==> config.mk <==
export PLATFORM = sky130hd
export DESIGN_NAME = spi_slave_regfile
export DESIGN_NICKNAME = d
export VERILOG_FILES = /design/src/rtl/spi_slave_regfile.sv
export SDC_FILE = /design/constraint.sdc
export NUM_CORES = 1
export LEC_CHECK = 0
export ABC_CLOCK_PERIOD_IN_PS = 3100
export CORE_AREA = 4 4 108 110
export DETAILED_ROUTE_END_ITERATION = 8
export DIE_AREA = 0 0 112 114
export PLACE_DENSITY_LB_ADDON = 0.2
export SLEW_MARGIN = 20
export SYNTH_ARGS = -nofsm -noshare
export SYNTH_HDL_FRONTEND = slang
export SYNTH_SLANG_ARGS = --single-unit
export TNS_END_PERCENT = 20
==> constraint.sdc <==
create_clock -name clk_s -period 3.1 [get_ports clk_s]
set_input_delay 0.62 -clock clk_s [delete_from_list [all_inputs] [get_ports clk_s]]
set_output_delay 0.62 -clock clk_s [all_outputs]
set_load 0.02 [all_outputs]
==> src/rtl/spi_slave_regfile.sv <==
// SPI mode-0 slave with a small register bank, oversampled in the clk_s domain.
// Optional macro SPI_SLAVE_AUTOINC_EN: multi-word bursts with auto-incrementing address.
module spi_slave_regfile #(
   parameter int DATA_WIDTH = 8,
   parameter int REG_NUM    = 8
) (
   input  logic                  clk_s,
   input  logic                  rst_n,
   input  logic                  sclk,
   input  logic                  cs_n,
   input  logic                  mosi,
   output logic                  miso,
   input  logic [6:0]            host_addr,
   output logic [DATA_WIDTH-1:0] host_rdata,
   output logic                  wr_valid,
   output logic [6:0]            wr_addr,
   output logic [DATA_WIDTH-1:0] wr_data,
   output logic                  finish,
   output logic [1:0]            dbg_state
);

   localparam int         AW      = (REG_NUM > 1) ? $clog2(REG_NUM) : 1;
   localparam int         CW      = $clog2(DATA_WIDTH + 8) + 1;
   localparam logic [7:0] REG_LIM = 8'(REG_NUM);

   typedef enum logic [1:0] {
      IDLE = 2'd0,
      CMD  = 2'd1,
      DATA = 2'd2,
      DONE = 2'd3
   } state_t;

   state_t                state;
   logic [DATA_WIDTH-1:0] regs [REG_NUM];

   logic [1:0]            sclk_sync, cs_sync, mosi_sync;
   logic                  sclk_q, cs_q;
   logic                  sclk_rise, sclk_fall, cs_rise, cs_fall, mosi_s;

   logic [CW-1:0]         bit_cnt;
   logic [6:0]            cmd_shift;
   logic [6:0]            addr;
   logic                  is_write;
   logic                  word_done;
   logic [DATA_WIDTH-1:0] rx_shift;
   logic [DATA_WIDTH-1:0] tx_shift;

   logic [6:0]            cmd_addr;
   logic [6:0]            addr_inc;
   logic [DATA_WIDTH-1:0] rx_word;

   function automatic logic in_range(input logic [6:0] a);
      return ({1'b0, a} < REG_LIM);
   endfunction

   function automatic logic [DATA_WIDTH-1:0] rd_word(input logic [6:0] a);
      return in_range(a) ? regs[a[AW-1:0]] : '0;
   endfunction

   assign sclk_rise = sclk_sync[1] & ~sclk_q;
   assign sclk_fall = ~sclk_sync[1] & sclk_q;
   assign cs_rise   = cs_sync[1] & ~cs_q;
   assign cs_fall   = ~cs_sync[1] & cs_q;
   assign mosi_s    = mosi_sync[1];

   assign cmd_addr  = {cmd_shift[5:0], mosi_s};
   assign addr_inc  = addr + 7'd1;
   assign rx_word   = {rx_shift[DATA_WIDTH-2:0], mosi_s};
   assign dbg_state = state;

   always_comb begin
      host_rdata = '0;
      if (in_range(host_addr)) host_rdata = regs[host_addr[AW-1:0]];
   end

   // cs_n resets to the deasserted level so a held-low chip select after reset reads as a new frame
   always_ff @(posedge clk_s or negedge rst_n) begin
      if (!rst_n) begin
         sclk_sync <= 2'b00;
         cs_sync   <= 2'b11;
         mosi_sync <= 2'b00;
         sclk_q    <= 1'b0;
         cs_q      <= 1'b1;
      end else begin
         sclk_sync <= {sclk_sync[0], sclk};
         cs_sync   <= {cs_sync[0], cs_n};
         mosi_sync <= {mosi_sync[0], mosi};
         sclk_q    <= sclk_sync[1];
         cs_q      <= cs_sync[1];
      end
   end

   always_ff @(posedge clk_s or negedge rst_n) begin
      if (!rst_n) begin
         state     <= IDLE;
         miso      <= 1'b0;
         wr_valid  <= 1'b0;
         wr_addr   <= '0;
         wr_data   <= '0;
         finish    <= 1'b0;
         bit_cnt   <= '0;
         cmd_shift <= '0;
         addr      <= '0;
         is_write  <= 1'b0;
         word_done <= 1'b0;
         rx_shift  <= '0;
         tx_shift  <= '0;
         for (int i = 0; i < REG_NUM; i++) regs[i] <= '0;
      end else begin
         wr_valid <= 1'b0;
         finish   <= 1'b0;
         // Chip-select release wins over any coincident sclk edge, dropping a partial word
         if (cs_rise) begin
            state     <= IDLE;
            miso      <= 1'b0;
            bit_cnt   <= '0;
            finish    <= word_done;
            word_done <= 1'b0;
         end else begin
            case (state)
               IDLE: begin
                  miso <= 1'b0;
                  if (cs_fall) begin
                     state     <= CMD;
                     bit_cnt   <= '0;
                     word_done <= 1'b0;
                  end
               end
               CMD: begin
                  if (sclk_rise) begin
                     cmd_shift <= {cmd_shift[5:0], mosi_s};
                     bit_cnt   <= bit_cnt + 1'b1;
                     if (bit_cnt == CW'(7)) begin
                        is_write <= cmd_shift[6];
                        addr     <= cmd_addr;
                        bit_cnt  <= '0;
                        state    <= DATA;
                        if (!cmd_shift[6]) tx_shift <= rd_word(cmd_addr);
                     end
                  end
               end
               DATA: begin
                  if (sclk_fall && !is_write) begin
                     miso     <= tx_shift[DATA_WIDTH-1];
                     tx_shift <= {tx_shift[DATA_WIDTH-2:0], 1'b0};
                  end
                  if (sclk_rise) begin
                     rx_shift <= rx_word;
                     bit_cnt  <= bit_cnt + 1'b1;
                     if (bit_cnt == CW'(DATA_WIDTH - 1)) begin
                        word_done <= 1'b1;
                        bit_cnt   <= '0;
                        if (is_write && in_range(addr)) begin
                           regs[addr[AW-1:0]] <= rx_word;
                           wr_valid           <= 1'b1;
                           wr_addr            <= addr;
                           wr_data            <= rx_word;
                        end
`ifdef SPI_SLAVE_AUTOINC_EN
                        addr <= addr_inc;
                        if (!is_write) tx_shift <= rd_word(addr_inc);
`else
                        state <= DONE;
                        miso  <= 1'b0;
`endif
                     end
                  end
               end
               DONE: begin
                  miso <= 1'b0;
               end
               default: begin
                  state <= IDLE;
                  miso  <= 1'b0;
               end
            endcase
         end
      end
   end

endmodule

# Yosys cells after proc, flatten, opt, wreduce, memory -nomap -nowiden
# Index checks and enable logic that the tools add are counted.
[word_totals] regBits=128 elab_cells=124 out_inout_bits=28
[classes] bitwise=12 order_cmp=7 eq_ne=14 muxes=44 add_sub_neg=1 reduce_logical=20
[op_table] cell="two-way mux 8 bit" count=11
[op_table] cell="bitwise mux 64 bit" count=1
[op_table] cell="binary-select mux 8 bit (select 3 bit)" count=2
[op_table] cell="demux 8 bit (select 3 bit)" count=1
[op_table] cell="less-than comparator 7 x 4 -> 1 bit, second input constant" count=3
[op_table] cell="two-way mux 5 bit" count=4
[op_table] cell="case mux 8 bit (2 select lines)" count=1
[op_table] cell="!= test 3 bit, second input constant" count=5
[op_table] cell="two-way mux 1 bit" count=14
[op_table] cell=">= comparator 4 bit, second input constant" count=3
[op_table] cell="two-way mux 2 bit" count=6
[op_table] cell="NOT 3 -> 4 bit" count=3
[op_table] cell="AND reduction 6 bit" count=2
[op_table] cell="case mux 5 bit (2 select lines)" count=1
[op_table] cell="AND reduction 3 bit" count=3
[op_table] cell="nonzero test 3 bit" count=3
[op_table] cell="!= test 2 bit, second input constant" count=4
[op_table] cell="AND reduction 4 bit" count=2
[op_table] cell="case mux 2 bit (3 select lines)" count=1
[op_table] cell="adder 5 x 1 -> 5 bit, second input constant" count=1
[op_table] cell="equality test 5 x 3 -> 1 bit, second input constant" count=1
[op_table] cell="NOT 1 bit" count=5
[op_table] cell="AND reduction 5 bit" count=1
[op_table] cell="AND 1 bit" count=4
[op_table] cell="other kinds (11)" count=16

# Longest topological paths before layout
[logic_depth] ltp_word=9 depth_mapped=9 mapped_depth_nobuf=7

# Worst setup path after synthesis
# Ideal clock, no wire load.
[synth_path] path_type="input to output" startpoint="input host_addr[0]" endpoint="output host_rdata[5]" arrival_time_ps=2100 stages=5 n_path_buf=2 path_slack_ps=380 required_time_ps=2480 cell_sequence="clkbuf_1 > buf_2 > mux4_2 > mux2i_1 > nor2_1"
[synth_between] elab_chain_len=5 word_cells_on_any_way=6
[synth_lines] item="start, declared" line="13" source="input logic [6:0] host_addr,"
[synth_lines] item="NOT 3 -> 4 bit (not written as such)" line="73" source="if (in_range(host_addr)) host_rdata = regs[host_addr[AW-1:0]];"
[synth_lines] item="binary-select mux 8 bit (select 3 bit)" line="73"
[synth_lines] item="two-way mux 8 bit (not written as such) (2 in series)" line="73"
[synth_lines] item="two-way mux 8 bit (*)" line="73"
[synth_lines] item="end, declared" line="14" source="output logic [DATA_WIDTH-1:0] host_rdata,"
# Mark *: on every way between the ends. The rest lies on a longest branch, timed or not. The select of a mux whose other input is x is not followed.

# Worst setup path after layout
[layout_path] startpoint="input host_addr[0]" endpoint="output host_rdata[1]"
# Same word-level chain as after synthesis.

==> flow_summary.toml <==
[status]
status = "completed"

[layout]
final_cell_area_um2 = 7395
antennaDiodeCount = 0
drive_gt1_share_pct = 30.81
layout_common_cells = "dfrtp_1 (125), mux2_2 (84), mux2i_1 (43)"
final_common_cell = "dfrtp_1"
finish.utilization_pct = 69.12
layout.nets = 547
syn2layout_area_growth_pct = 19.66

[worst_setup_path]
cp_cell_sequence = "clkdlybuf4s50_1 -> buf_12 -> mux4_2 -> mux2i_1 -> nor2_1 -> dlygate4sd2_1"
path_buf_inv = 3
worstReg2RegEnd = "regs[53]$_DFFE_PN0P_"
regToRegStartpoint = "cs_q$_DFF_PN1_"
crit_required_ns = 2.48
worst_path_max_delay_cell = "mux4_2"
path_class = "primary input to output port"
startpoint_type = "primary input"
arrival_ns = 2.39
ff2ff_path_depth = 7
slowest_delay_ns = 0.51
crit_fanout = 16
r2r_slack_ns = 0.53
critPathTopFamily = "buffers and inverters"
cp-end-kind = "output port"

[detailed_routing]
via_count = 4080
wire_per_inst_um = 20.47
ant_nets = 0
drtIter0Drc = 251
drt-vias-per-instance = 5.982
route.detailed.drc = 0
wl_mm = 13.96
drt_pass1_iterations = 5

[sta]
tightestPinTransition_ns = 0.7069
max_slew_margin_pct = 52.70
max_freq_mhz = 332.4
final_max_slew_viol_count = 0
period_needed_ns = 3.008
final.setup.worst_slack_ns = 0.09179
rsz0062_at_grt = "no"
setup_viol = 0
finalHoldViolCount = 0
finalCritPeriodShare_pct = 97.04
clock_skew_ns = 0.01558

[power_and_ir_drop]
cellPowerDensity_nw_per_um2 = 688.3
leakagePower_nw = 3.498
intPower_mw = 3.558
swShare_pct = 30.09
seqPwrFrac_pct = 39.3
clock_power_share_pct = 39.1
net-switching-power_mw = 1.532
peakVddDrop_uv = 736.9
combPwrFrac_pct = 21.6

[placed_design]
pre_cts_ws_ns = -0.1543
io_buffers = 39
gp_congestion = 0.8154
postPlaceCellArea_um2 = 6808
post-dp-hpwl_mm = 9.167

[die]
core_um2 = 10700
start_util_pct = 57.77
die_area_um2 = 12770
io_pins = 40
chipWidth_um = 112
rows = 38
die_y_um = 114

[global_route]
grt_pass1_vias = 4411
overflow = 0
antenna_found_initial = 0
grt_max_degree = 54
grt_use_total_pct = 23.68
grt_pass1_wl_mm = 23.38

[clock_tree]
root_buffer = "clkbuf_8"
clock_latency_ns = 0.53
htreeDepth = 4
clk_pin_slew_ns = 0.06
cts_tree = "built"
ctsHoldBuffers = 0
numCtsBuffers = 17
cts_sinks = 128
clock_path_buffers = 2

[synth]
ys_seq_area_share_pct = 51.89
syn-cell-area_um2 = 6180
synth-async-reset-ratio_pct = 100.0
synth_edf_count = 0
yosys_warnings = 0
ys_ff_latch = 128
synth_nets = 498
synth_flop_cell = "dfrtp_1"
synth_cell_type_count = 48
syn_inst = 480
synth.avg_cell_area_um2 = 12.87

[worst_hold_path]
hp-class = "primary input to async pin"

[run]
cap_violations = 0
power by group through the flow:
stage          registers, mW  clock network (mW)  logic (mW)
6_report                2.00                1.99        1.10
5_1_grt                 2.02                2.10        1.21
3_3_place_gp            2.02                   0        1.06
3_5_place_dp            2.02                   0        1.10
4_1_cts                 2.00                2.03        1.10
2_1_floorplan           1.93                   0       0.837
per-layer routing:
layer / up-vias / track usage, % / routed length [um]
li1: 1855 / - / -
met1: 2090 / 30.06 / 5848
met2: 96 / 39.37 / 7069
met3: 39 / 5.040 / 555
met4: 0 / 10.82 / 490
met5: - / 0 / 0
through the flow:
step	total power, mW	std cells	hold slack (ns)	TNS [ns]
2_1_floorplan	2.768	480	0.3244	0
3_3_place_gp	3.072	650	0.3348	-0.7535
3_5_place_dp	3.119	650	0.3386	-0.8840
4_1_cts	5.127	682	0.07987	0
5_1_grt	5.334	682	0.1039	0
6_report	5.090	682	0.07545	0
flip-flops by register name (all words and copies together) (netlist names), 5 cells and up:
name and count:
cmd_shift 7, addr 7, tx_shift 8, wr_addr 7
regs 64, rx_shift 7, wr_data 8, bit_cnt 5
final cells by class:
cell class	instances	area, um^2
fill	800	3303
sequential	128	3207
multi-input combinational	307	2788
timing repair buffer	63	583.1
clock buffer	22	462.9
tap	140	175.2
clock inverter	10	133.9
inverter	12	45.04
worst max-delay path by stage:
stage | endpoint | start | cells past startpoint
detailed placement | host_rdata[1] | host_addr[0] | 6
finish | host_rdata[1] | host_addr[0] | 6
floorplan | host_rdata[5] | host_addr[0] | 5
global route | host_rdata[1] | host_addr[0] | 6
CTS | host_rdata[1] | host_addr[0] | 6
global placement | host_rdata[1] | host_addr[0] | 6
what timing repair did:
item,4_1_cts,5_1_grt
setup buffers,0,0
resized for setup,8,0
setup endpoints to repair,8,0
synthesized netlist by cell type (6+ instances only):
cell type  count  area share, %
ha_1           6            1.2
and2_1         8           0.81
nand2_1       41            2.5
a21oi_1       18            1.5
a32oi_1        7           0.99
dfrtp_1      125             51
clkbuf_1      22            1.3
mux4_2        17            6.2
inv_1         11           0.67
mux2i_1       43            7.0
a22oi_1       14            1.7
o21ai_0        6           0.49
nor2_1        17            1.0
mux2_2        84             15
logic make-up (layout without fill, tap and decap cells):
logic type               Yosys count  after routing  synth area share (%)
flip-flops                       128            128                 51.89
multiplexers                     144            144                 28.47
AND/OR/NAND/NOR                   97             97                 8.767
buffers and inverters             45            107                 2.996
adder cells (fa/ha/maj)            6              6                 1.215
AO/OA/AOI/OAI                     60             60                 6.662
No activity file was read; power rests on OpenSTA's default activity.
